$ cat src/rtl/binary_centroid_pkg.sv
// Shared types and widths for the binary_centroid frame-statistics stage.
`timescale 1ns/1ps
package binary_centroid_pkg;

   localparam int unsigned X_W   = 10;
   localparam int unsigned Y_W   = 9;
   localparam int unsigned CNT_W = 19;

   typedef enum logic [1:0] {
      IDLE    = 2'd0,
      DIV_X   = 2'd1,
      DIV_Y   = 2'd2,
      PUBLISH = 2'd3
   } state_e;

   typedef struct packed {
      logic [X_W-1:0] x_min;
      logic [X_W-1:0] x_max;
      logic [Y_W-1:0] y_min;
      logic [Y_W-1:0] y_max;
   } box_t;

   // Running min starts at all-ones, running max at zero.
   localparam box_t BOX_INIT = '{x_min: '1, x_max: '0, y_min: '1, y_max: '0};

endpackage

$ cat src/rtl/binary_centroid_seq_divider.sv
// Restoring unsigned divider, one quotient bit per cycle, MSB first.
// The first bit is produced on the start edge, so done pulses DIV_W-1 edges later.
`timescale 1ns/1ps
module seq_divider #(
   parameter int unsigned DIV_W = 32
) (
   input  logic             clk,
   input  logic             rst_n,
   input  logic             start,
   input  logic [DIV_W-1:0] dividend,
   input  logic [DIV_W-1:0] divisor,
   output logic             busy,
   output logic             done,
   output logic [DIV_W-1:0] quotient
);

   localparam int unsigned STEP_W = $clog2(DIV_W + 1);

   logic [DIV_W-1:0]  rem_q;
   logic [DIV_W-1:0]  dsr_q;
   logic [STEP_W-1:0] step_q;

   logic [DIV_W-1:0]  rem_in;
   logic [DIV_W-1:0]  quo_in;
   logic [DIV_W-1:0]  dsr_in;
   logic [DIV_W:0]    shifted;
   logic [DIV_W-1:0]  rem_nxt;
   logic [DIV_W-1:0]  quo_nxt;

   // One restoring step, seeded from the inputs on start.
   always_comb begin
      rem_in  = start ? '0 : rem_q;
      quo_in  = start ? dividend : quotient;
      dsr_in  = start ? divisor : dsr_q;
      shifted = {rem_in, quo_in[DIV_W-1]};
      rem_nxt = shifted[DIV_W-1:0];
      quo_nxt = {quo_in[DIV_W-2:0], 1'b0};
      if (shifted >= {1'b0, dsr_in}) begin
         rem_nxt = DIV_W'(shifted - {1'b0, dsr_in});
         quo_nxt = {quo_in[DIV_W-2:0], 1'b1};
      end
   end

   // Iteration state and the one-cycle done pulse.
   always_ff @(posedge clk or negedge rst_n) begin
      if (!rst_n) begin
         rem_q    <= '0;
         dsr_q    <= '0;
         step_q   <= '0;
         quotient <= '0;
         busy     <= 1'b0;
         done     <= 1'b0;
      end else begin
         done <= 1'b0;
         if (start) begin
            rem_q    <= rem_nxt;
            quotient <= quo_nxt;
            dsr_q    <= divisor;
            step_q   <= STEP_W'(DIV_W - 1);
            busy     <= 1'b1;
         end else if (busy) begin
            rem_q    <= rem_nxt;
            quotient <= quo_nxt;
            step_q   <= step_q - STEP_W'(1);
            if (step_q == STEP_W'(1)) begin
               busy <= 1'b0;
               done <= 1'b1;
            end
         end
      end
   end

endmodule

$ cat src/rtl/binary_centroid.sv
// Per-frame white-pixel statistics and integer centroid of a binary pixel stream.
`timescale 1ns/1ps
module binary_centroid
   import binary_centroid_pkg::*;
#(
   parameter int unsigned H_ACTIVE   = 640,
   parameter int unsigned V_ACTIVE   = 480,
   parameter int unsigned MIN_PIXELS = 64,
   parameter int unsigned DIV_W      = 32
) (
   input  logic             clk,
   input  logic             rst_n,
   input  logic             vsync_in,
   input  logic             href_in,
   input  logic [31:0]      binary_data_in,
   output logic [X_W-1:0]   x_min,
   output logic [X_W-1:0]   x_max,
   output logic [Y_W-1:0]   y_min,
   output logic [Y_W-1:0]   y_max,
   output logic [X_W-1:0]   centroid_x,
   output logic [Y_W-1:0]   centroid_y,
   output logic [CNT_W-1:0] pixel_count,
   output logic             target_valid,
   output logic             result_valid
);

   localparam logic [X_W-1:0]   H_LIM   = X_W'(H_ACTIVE);
   localparam logic [Y_W-1:0]   V_LIM   = Y_W'(V_ACTIVE);
   localparam logic [CNT_W-1:0] MIN_CNT = CNT_W'(MIN_PIXELS);

   logic             vsync_q, href_q;
   logic [X_W-1:0]   x_cnt;
   logic [Y_W-1:0]   y_cnt;
   logic [CNT_W-1:0] acc_cnt, snap_cnt;
   logic [DIV_W-1:0] acc_sx, acc_sy, snap_sx, snap_sy;
   box_t             acc_box, snap_box;
   logic [X_W-1:0]   qx_q;

   state_e           state_q, state_d;
   logic             launch_q, launch_d;
   logic             snap_c, publish_c;

   logic             frame_end_c, pix_c;
   logic             div_start_c, div_sel_y_c;
   logic [DIV_W-1:0] div_dividend_c;
   logic             div_busy, div_done;
   logic [DIV_W-1:0] div_quotient;
   logic             unused_bits;

   assign frame_end_c    = vsync_in && !vsync_q;
   assign pix_c          = href_in && (x_cnt < H_LIM) && (y_cnt < V_LIM) && binary_data_in[0];
   assign div_sel_y_c    = (state_q == DIV_X) && div_done;
   assign div_start_c    = launch_q || div_sel_y_c;
   assign div_dividend_c = div_sel_y_c ? snap_sy : snap_sx;
   assign unused_bits    = ^{binary_data_in[31:1], div_quotient[DIV_W-1:X_W], div_busy};

   // Framing edges and pixel coordinate counters (saturating past the active area).
   always_ff @(posedge clk or negedge rst_n) begin
      if (!rst_n) begin
         vsync_q <= 1'b0;
         href_q  <= 1'b0;
         x_cnt   <= '0;
         y_cnt   <= '0;
      end else begin
         vsync_q <= vsync_in;
         href_q  <= href_in;
         if (!href_in)
            x_cnt <= '0;
         else if (x_cnt != H_LIM)
            x_cnt <= x_cnt + X_W'(1);
         if (vsync_in)
            y_cnt <= '0;
         else if (href_q && !href_in && (y_cnt != V_LIM))
            y_cnt <= y_cnt + Y_W'(1);
      end
   end

   // Running accumulators; cleared on every frame end, taken or dropped.
   always_ff @(posedge clk or negedge rst_n) begin
      if (!rst_n) begin
         acc_cnt <= '0;
         acc_sx  <= '0;
         acc_sy  <= '0;
         acc_box <= BOX_INIT;
      end else if (frame_end_c) begin
         acc_cnt <= '0;
         acc_sx  <= '0;
         acc_sy  <= '0;
         acc_box <= BOX_INIT;
      end else if (pix_c) begin
         acc_cnt <= acc_cnt + CNT_W'(1);
         acc_sx  <= acc_sx + DIV_W'(x_cnt);
         acc_sy  <= acc_sy + DIV_W'(y_cnt);
         if (x_cnt < acc_box.x_min) acc_box.x_min <= x_cnt;
         if (x_cnt > acc_box.x_max) acc_box.x_max <= x_cnt;
         if (y_cnt < acc_box.y_min) acc_box.y_min <= y_cnt;
         if (y_cnt > acc_box.y_max) acc_box.y_max <= y_cnt;
      end
   end

   // Frame snapshot held for the duration of the division.
   always_ff @(posedge clk or negedge rst_n) begin
      if (!rst_n) begin
         snap_cnt <= '0;
         snap_sx  <= '0;
         snap_sy  <= '0;
         snap_box <= '0;
      end else if (snap_c) begin
         snap_cnt <= acc_cnt;
         snap_sx  <= acc_sx;
         snap_sy  <= acc_sy;
         snap_box <= acc_box;
      end
   end

   seq_divider #(.DIV_W(DIV_W)) u_div (
      .clk      (clk),
      .rst_n    (rst_n),
      .start    (div_start_c),
      .dividend (div_dividend_c),
      .divisor  (DIV_W'(snap_cnt)),
      .busy     (div_busy),
      .done     (div_done),
      .quotient (div_quotient)
   );

   // FSM state register and the registered divider launch for DIV_X.
   always_ff @(posedge clk or negedge rst_n) begin
      if (!rst_n) begin
         state_q  <= IDLE;
         launch_q <= 1'b0;
      end else begin
         state_q  <= state_d;
         launch_q <= launch_d;
      end
   end

   // FSM next state; the Y division is launched straight off the X done pulse.
   always_comb begin
      state_d   = state_q;
      launch_d  = 1'b0;
      snap_c    = 1'b0;
      publish_c = 1'b0;
      case (state_q)
         IDLE: begin
            if (frame_end_c) begin
               snap_c   = 1'b1;
               launch_d = 1'b1;
               state_d  = DIV_X;
            end
         end
         DIV_X:   if (div_done) state_d = DIV_Y;
         DIV_Y:   if (div_done) state_d = PUBLISH;
         PUBLISH: begin
            publish_c = 1'b1;
            state_d   = IDLE;
         end
         default: state_d = IDLE;
      endcase
   end

   // Result registers, loaded once per accepted frame.
   always_ff @(posedge clk or negedge rst_n) begin
      if (!rst_n) begin
         qx_q         <= '0;
         x_min        <= '0;
         x_max        <= '0;
         y_min        <= '0;
         y_max        <= '0;
         centroid_x   <= '0;
         centroid_y   <= '0;
         pixel_count  <= '0;
         target_valid <= 1'b0;
         result_valid <= 1'b0;
      end else begin
         result_valid <= 1'b0;
         if (div_sel_y_c)
            qx_q <= X_W'(div_quotient);
         if (publish_c) begin
            result_valid <= 1'b1;
            pixel_count  <= snap_cnt;
            target_valid <= (snap_cnt != '0) && (snap_cnt >= MIN_CNT);
            if (snap_cnt == '0) begin
               x_min      <= '0;
               x_max      <= '0;
               y_min      <= '0;
               y_max      <= '0;
               centroid_x <= '0;
               centroid_y <= '0;
            end else begin
               x_min      <= snap_box.x_min;
               x_max      <= snap_box.x_max;
               y_min      <= snap_box.y_min;
               y_max      <= snap_box.y_max;
               centroid_x <= qx_q;
               centroid_y <= Y_W'(div_quotient);
            end
         end
      end
   end

endmodule

$ cat config.mk
export PLATFORM = sky130hd
export DESIGN_NAME = binary_centroid
export DESIGN_NICKNAME = d
export VERILOG_FILES = /design/src/rtl/binary_centroid_pkg.sv /design/src/rtl/binary_centroid_seq_divider.sv /design/src/rtl/binary_centroid.sv
export SDC_FILE = /design/constraint.sdc
export NUM_CORES = 1
export LEC_CHECK = 0
export BUFFER_PORTS_ARGS = -buffer_cell sky130_fd_sc_hd__clkbuf_2
export CORE_UTILIZATION = 62
export DETAILED_ROUTE_END_ITERATION = 10
export PLACE_DENSITY = 0.8
export SLEW_MARGIN = 40
export SYNTH_ARGS = -nofsm -noshare
export SYNTH_HDL_FRONTEND = slang
export SYNTH_SLANG_ARGS = --single-unit
export TNS_END_PERCENT = 10
$ cat constraint.sdc
create_clock -name clk -period 5.1 [get_ports clk]
set_clock_uncertainty 0.05 [all_clocks]
set_input_delay 0.765 -clock clk [delete_from_list [all_inputs] [get_ports clk]]
set_output_delay 0.765 -clock clk [all_outputs]
set_load 0.01 [all_outputs]
After elaboration in Yosys (flattened, before gate mapping)
Index checks and enable logic that the tools add are counted.
{"block": "op_classes", "n_eq_ne": 10, "magnitude_cmp": 8, "reduce_logical": 26, "mux": 48, "addsub": 7}
{"cell": "$mux 32", "n": 13}
{"cell": "$mux 38", "n": 2}
{"cell": "$mux 10", "n": 7}
{"cell": "$mux 9", "n": 7}
{"cell": "$mux 19", "n": 2}
{"cell": "$ge 33x32->1", "n": 1}
{"cell": "$add 32x10->32", "n": 1}
{"cell": "$add 32x9->32", "n": 1}
{"cell": "$sub 32x32->32", "n": 1}
{"cell": "$add 19x1->19 const B", "n": 1}
{"cell": "$ge 19x7->1 const B", "n": 1}
{"cell": "$logic_not 19->1", "n": 1}
{"cell": "$reduce_bool 19->1", "n": 1}
{"cell": "$reduce_bool 2->1", "n": 7}
{"cell": "$mux 6", "n": 2}
{"cell": "$mux 1", "n": 11}
{"cell": "$add 10x1->10 const B", "n": 1}
{"cell": "$gt 10x10->1", "n": 1}
{"cell": "$lt 10x10->1", "n": 1}
{"cell": "$lt 10x10->1 const B", "n": 1}
{"cell": "$ne 10x10->1 const B", "n": 1}
{"cell": "$add 9x1->9 const B", "n": 1}
{"cell": "$gt 9x9->1", "n": 1}
{"cell": "$lt 9x9->1", "n": 1}
{"cell": "other kinds (16)", "n": 32}
{"block": "totals", "wordCells": 135, "out_inout_bits": 78, "ff_bits": 458}

Logic depth before layout (Yosys ltp)
{"block": "depth", "depth_word": 8, "ltp_mapped": 21}

Modules after synthesis
A second synthesis with hierarchy kept.
{"block": "unflattened", "hier_cells": 2254, "hier_area_um2": 22967.0}
{"mod": "binary_centroid", "area_each_um2": 16473.3, "cells_each": 1546, "instances": 1, "seq_area_each_um2": 8882.3}
{"mod": "seq_divider", "area_each_um2": 6493.7, "cells_each": 708, "instances": 1, "seq_area_each_um2": 2602.5}

Worst setup path after synthesis
OpenSTA, ideal clock, no wires.
{"block": "synth_path", "path_kind": "register to register", "from": "reg state_q[1]", "to": "reg u_div.rem_q[28]", "setup_ps": 142, "arrival_ps": 4201, "required_ps": 4908, "stages_incl_launch_ff": 22, "synth_period_minus_slack_ps": 4393, "slack_ps": 707, "cell_sequence": "dfrtp_1 inv_1 ha_1 and2_1 nor2_1 clkbuf_1 clkbuf_1 clkbuf_1 nand2_1 nand2_1 ha_1 inv_1 fa_1 a211oi_4 o21ai_2 a41oi_4 o22ai_2 o311a_1 o21a_1 o21ai_2 xor2_1 a31oi_1"}
{"block": "synth_via", "elab_chain_len": 8, "elab_cells_between_ends": 13}
{"element": "from (decl)", "line_no": "binary_centroid.sv:39", "source": "state_e state_q, state_d;"}
{"element": "from (signal assigned)", "line_no": "binary_centroid.sv:133", "source": "state_q <= state_d;"}
{"element": "$eq 2x1->1 (*)", "line_no": "binary_centroid.sv:52", "source": "assign div_sel_y_c = (state_q == DIV_X) && div_done;"}
{"element": "$logic_and 1x1->1 (*)", "line_no": "binary_centroid.sv:52"}
{"element": "$logic_or 1x1->1 (*)", "line_no": "binary_centroid.sv:53", "source": "assign div_start_c = launch_q || div_sel_y_c;"}
{"element": "$mux 32 (*)"}
{"element": "named net u_div.dsr_in[0]", "line_no": "binary_centroid_seq_divider.sv:25", "source": "logic [DIV_W-1:0] dsr_in;"}
{"element": "$sub 32x32->32 or $ge 33x32->1 (tied branches)", "line_no": "binary_centroid_seq_divider.sv:39, binary_centroid_seq_divider.sv:38"}
{"element": "$mux 32 (*)", "line_no": "binary_centroid_seq_divider.sv:38", "source": "if (shifted >= {1'b0, dsr_in}) begin"}
{"element": "$mux 32", "line_no": "binary_centroid_seq_divider.sv:61", "source": "end else if (busy) begin"}
{"element": "$mux 32 (*)", "line_no": "binary_centroid_seq_divider.sv:55", "source": "if (start) begin"}
{"element": "to (signal assigned)", "line_no": "binary_centroid_seq_divider.sv:56", "source": "rem_q <= rem_nxt;"}
{"element": "to (signal assigned)", "line_no": "binary_centroid_seq_divider.sv:62", "source": "rem_q <= rem_nxt;"}
{"element": "to (decl)", "line_no": "binary_centroid_seq_divider.sv:19", "source": "logic [DIV_W-1:0] rem_q;"}
The timed path passes the listed nets; every way through them passes the cells marked *. The select of a mux whose other input is x is not followed.
A chain may end at the register's enable or synchronous reset.

Final worst setup path
{"block": "layout_path", "from": "reg state_q[1]", "to": "reg u_div.rem_q[28]"}
{"block": "layout_via", "elab_chain_len": 8, "elab_cells_between_ends": 13}
{"element": "$eq 2x1->1 (*)", "line_no": "binary_centroid.sv:52"}
{"element": "$logic_and 1x1->1 (*)", "line_no": "binary_centroid.sv:52"}
{"element": "$mux 32 or $logic_or 1x1->1 (tied branches)", "line_no": "binary_centroid.sv:54, binary_centroid.sv:53"}
{"element": "$mux 32, on equally long branches"}
{"element": "$sub 32x32->32 or $ge 33x32->1 (tied branches)", "line_no": "binary_centroid_seq_divider.sv:39, binary_centroid_seq_divider.sv:38"}
{"element": "$mux 32", "line_no": "binary_centroid_seq_divider.sv:38"}
{"element": "$mux 32", "line_no": "binary_centroid_seq_divider.sv:61"}
{"element": "$mux 32", "line_no": "binary_centroid_seq_divider.sv:55"}
Every way passes the cells marked *; elsewhere a longest branch is shown, timed or not. The select of a mux whose other input is x is not followed.

==> results by group <==
Outcome
  • Outcome: finished, final reports clean

Route
  • Initial DRC count: 1272
  • Vias: 17300
  • DRT Pass-1 Iters: 6
  • Post-route ant nets: 0
  • WL/cell: 17.4 µm
  • Drt via density: 5.92
  • Number of remaining DRC errors: 0
  • Final wirelength: 50700 µm

GRT
  • Total track usage: 27.7%
  • First-pass GRT wire length: 85500 µm
  • Largest net degree at the start of global routing: 112
  • Initial antenna violation count: 0
  • GRT Residual Overflow: 0
  • Vias in the first global route: 17100

Synth
  • FFs w/ async S/R, synth: 100%
  • Ys Warns: 0
  • Post-Syn Instances: 2363
  • Post-synth top flop: dfrtp_1
  • Sequential share of the synthesized area: 50.2%
  • Simple-gate share of the synthesized area: 15.3%
  • Syn Nets: 2501
  • Mux contribution to synthesized area: 7.08%
  • Post-synth EDFFs: 0
  • Mapped cell area: 22900 µm²
  • Synth cell types: 79
  • Adder-cell share of the synthesized area: 5.67%
  • Synth Area in Compound Gates: 12.4%
  • #FFs+latches synth: 458
  • Synth Area in XOR/XNOR: 4.29%
  • Mean Syn Cell Area: 9.69 µm²
  • Main combinational cell family by area after synthesis: simple AND/OR/NAND/NOR gates

Floorplanning
  • Horiz. Die Dim: 194 µm
  • Core Region: 36400 µm²
  • Die ar.: 37700 µm²
  • I/O pin total: 114
  • Starting density of the core: 62.8%
  • Die Y: 194 µm
  • Site row count: 70

STA
  • Final setup vio count: 0
  • Actual slew at the worst max-slew pin: 829 ps
  • Part of the cycle the worst path needs: 94.1%
  • Setup TNS: 0 ps
  • Final Max Slew Viols: 0
  • Unrepaired setup endpoints after global routing: no
  • Final hold vios: 0
  • Minimum clock period: 4800 ps
  • Max-slew headroom: 44.6%
  • Fmax: 208 MHz

Critical path
  • Slowest-stage cell, CP: buf_4
  • CP Class: register to register
  • Critical path arrival: 5160 ps
  • Worst setup SP type: register
  • Crit path max-delay family: compound AO/OA/AOI/OAI gates
  • FF-to-FF Start: state_q[1]
  • Critical Path Source: state_q[1]
  • Reg2reg end: u_div.rem_q[28]
  • Worst path cell trace: inv_1, ha_1, and2_2, buf_4, nor2_1, a21oi_1, ha_1, inv_1, fa_1, a211oi_4, o21ai_2, a41oi_4, o22ai_2, o311a_1, o21a_1, o21ai_2, xor2_1, a31oi_1
  • Worst Setup End Kind: register
  • Worst-path fanout max: 74
  • R2r worst-path depth: 18
  • Reg2Reg Setup Slack: 300 ps
  • Req. time, crit path: 5460 ps
  • Max incr delay on CP: 640 ps
  • Worst path bufs/invs: 3

Hold path
  • Worst Hold Class: input pin to async pin

Clock network
  • Htree depth: 2
  • CTS tree: built
  • Clk Latency, worst-skew pair: 590 ps
  • Buffer type at the clock tree root: clkbuf_16
  • Reg clk slew, reported paths: 60 ps
  • Post CTS Setup Buffer Count: 0
  • Hold Buf Count CTS: 0
  • Number of gates resized after cts: 0
  • CTS Buf Count: 48
  • Clk buf depth: 3
  • Clock sinks: 458

Power
  • Cell Pwr Density: 495 nW/µm²
  • Pleak: 12.3 nW
  • Max VDD drop: 320 µV

Cells and area
  • Area grow syn2layout: 10.8%
  • Share of cells above drive strength 1: 14.4%
  • Diode count: 0
  • Final core utilization: 69.6%
  • Nets: 2545

Placement
  • Post-detail-place hpwl: 33100 µm
  • GP Congestion: 0.906
  • Port Buffers: 82

Flow run
  • Max-cap violation count: 0
routing by layer:
| metal | up-vias | wire (µm) | global-route usage (%) |
|---|---|---|---|
| met4 | 0 | 1290 | 9.67 |
| met1 | 8541 | 22700 | 38.7 |
| met3 | 118 | 2550 | 3.46 |
| li1 | 8104 | - | - |
| met2 | 494 | 24100 | 44.9 |
| met5 | - | 0 | 0 |
area by class of cell:
type	instances	area, µm²
Timing Repair Buffer	111	724
Fill cell	2648	11100
Clock inverter	12	129
Sequential cell	458	11500
Inverter	180	677
Multi-Input combinational cell	1608	10300
Clock buffer	77	1460
Tap cell	468	586
synthesized netlist by cell type, types with 4 or more instances:
library cell | count | area share, %
a211o_1 | 4 | 0.15
a211oi_1 | 8 | 0.26
a21o_1 | 26 | 0.85
a21oi_1 | 138 | 3.0
a221oi_1 | 31 | 1.2
a31oi_1 | 5 | 0.14
a32oi_1 | 4 | 0.15
and2_1 | 40 | 1.1
and3_1 | 22 | 0.60
and4_1 | 4 | 0.15
buf_1 | 8 | 0.13
buf_2 | 10 | 0.22
clkbuf_1 | 95 | 1.6
dfrtp_1 | 439 | 48
dfstp_2 | 19 | 2.2
ha_1 | 99 | 5.4
inv_1 | 178 | 2.9
mux2_2 | 104 | 5.1
mux2i_1 | 45 | 2.0
nand2_1 | 297 | 4.9
nand2b_1 | 13 | 0.36
nand3_1 | 45 | 0.98
nand4_1 | 32 | 0.87
nor2_1 | 263 | 4.3
nor2b_1 | 9 | 0.25
nor3_1 | 23 | 0.50
nor4_1 | 9 | 0.25
o211ai_1 | 13 | 0.43
o21a_1 | 7 | 0.23
o21ai_0 | 151 | 3.3
o21ai_1 | 8 | 0.17
o21ai_2 | 5 | 0.19
o21bai_1 | 5 | 0.16
o22ai_1 | 5 | 0.14
or2_2 | 5 | 0.14
or3_1 | 15 | 0.41
xnor2_1 | 55 | 2.1
xor2_1 | 57 | 2.2
report_power, final:
part           switching, W  total [W]  leakage (nW)  internal, W
clock network       0.00145    0.00351         0.787      0.00206
registers          0.000412    0.00469          6.07      0.00428
logic               0.00257    0.00434          5.44      0.00177
sequential cells by signal, indices dropped and copies added (netlist names), 9 cells and up:
signal	count
acc_box	38
y_cnt	9
acc_sx	32
snap_sx	32
u_div.quotient	32
u_div.rem_q	32
centroid_x	10
y_min	9
acc_sy	32
y_max	9
u_div.dsr_q	32
centroid_y	9
pixel_count	19
x_cnt	10
snap_cnt	19
acc_cnt	19
qx_q	10
snap_box	38
snap_sy	32
x_max	10
x_min	10
cells by family (layout without fill, tap and decap cells):
logic type	count (synthesis)	in the layout
fa+ha+maj	102	102
simple gates	792	792
buf+inv	297	380
compound gates	453	453
xor+xnor	112	112
flops	458	458
mux	149	149
stage by stage:
step | hold slack [ps] | setup WS (ps) | instance area (µm²) | total power [W] | cells
final | 24.9 | 300 | 25400 | 0.0125 | 2914
after floorplan | 383 | 707 | 22900 | 0.00793 | 2363
after global routing | 45.1 | 31.0 | 25400 | 0.0133 | 2914
after CTS | 25.4 | 356 | 25300 | 0.0126 | 2913
after global placement | 397 | 505 | 23700 | 0.00878 | 2822
after detailed placement | 402 | 383 | 23700 | 0.00899 | 2824
cells in the final DEF (no fill, tap or decap), types with 13 or more instances in the layout:
cell type / Yosys / final
or3_1: 15 / 15
a221oi_1: 31 / 31
clkbuf_8: 0 / 15
dfstp_2: 19 / 19
nand4_1: 32 / 32
clkbuf_2: 0 / 81
a21o_1: 26 / 26
o21ai_0: 151 / 151
clkbuf_16: 0 / 48
and2_1: 40 / 39
ha_1: 99 / 98
dfrtp_1: 439 / 437
inv_1: 178 / 178
mux2_2: 104 / 104
mux2i_1: 45 / 45
nand3_1: 45 / 45
clkbuf_1: 95 / 14
buf_4: 1 / 22
nand2b_1: 13 / 13
nand2_1: 297 / 295
a21oi_1: 138 / 138
nor2_1: 263 / 262
xor2_1: 57 / 57
xnor2_1: 55 / 55
and3_1: 22 / 22
nor3_1: 23 / 23
o211ai_1: 13 / 13
how the worst max path moves through the flow:
stage	slack (ps)	cells past startpoint	end
after floorplan	710	21	u_div.rem_q[28]
after global placement	510	14	u_div.rem_q[26]
after detailed placement	380	18	u_div.rem_q[28]
after CTS	360	18	u_div.rem_q[28]
after global routing	30	18	u_div.rem_q[28]
final	300	18	u_div.rem_q[28]
Note: power is estimated with default switching activity, not from simulation.
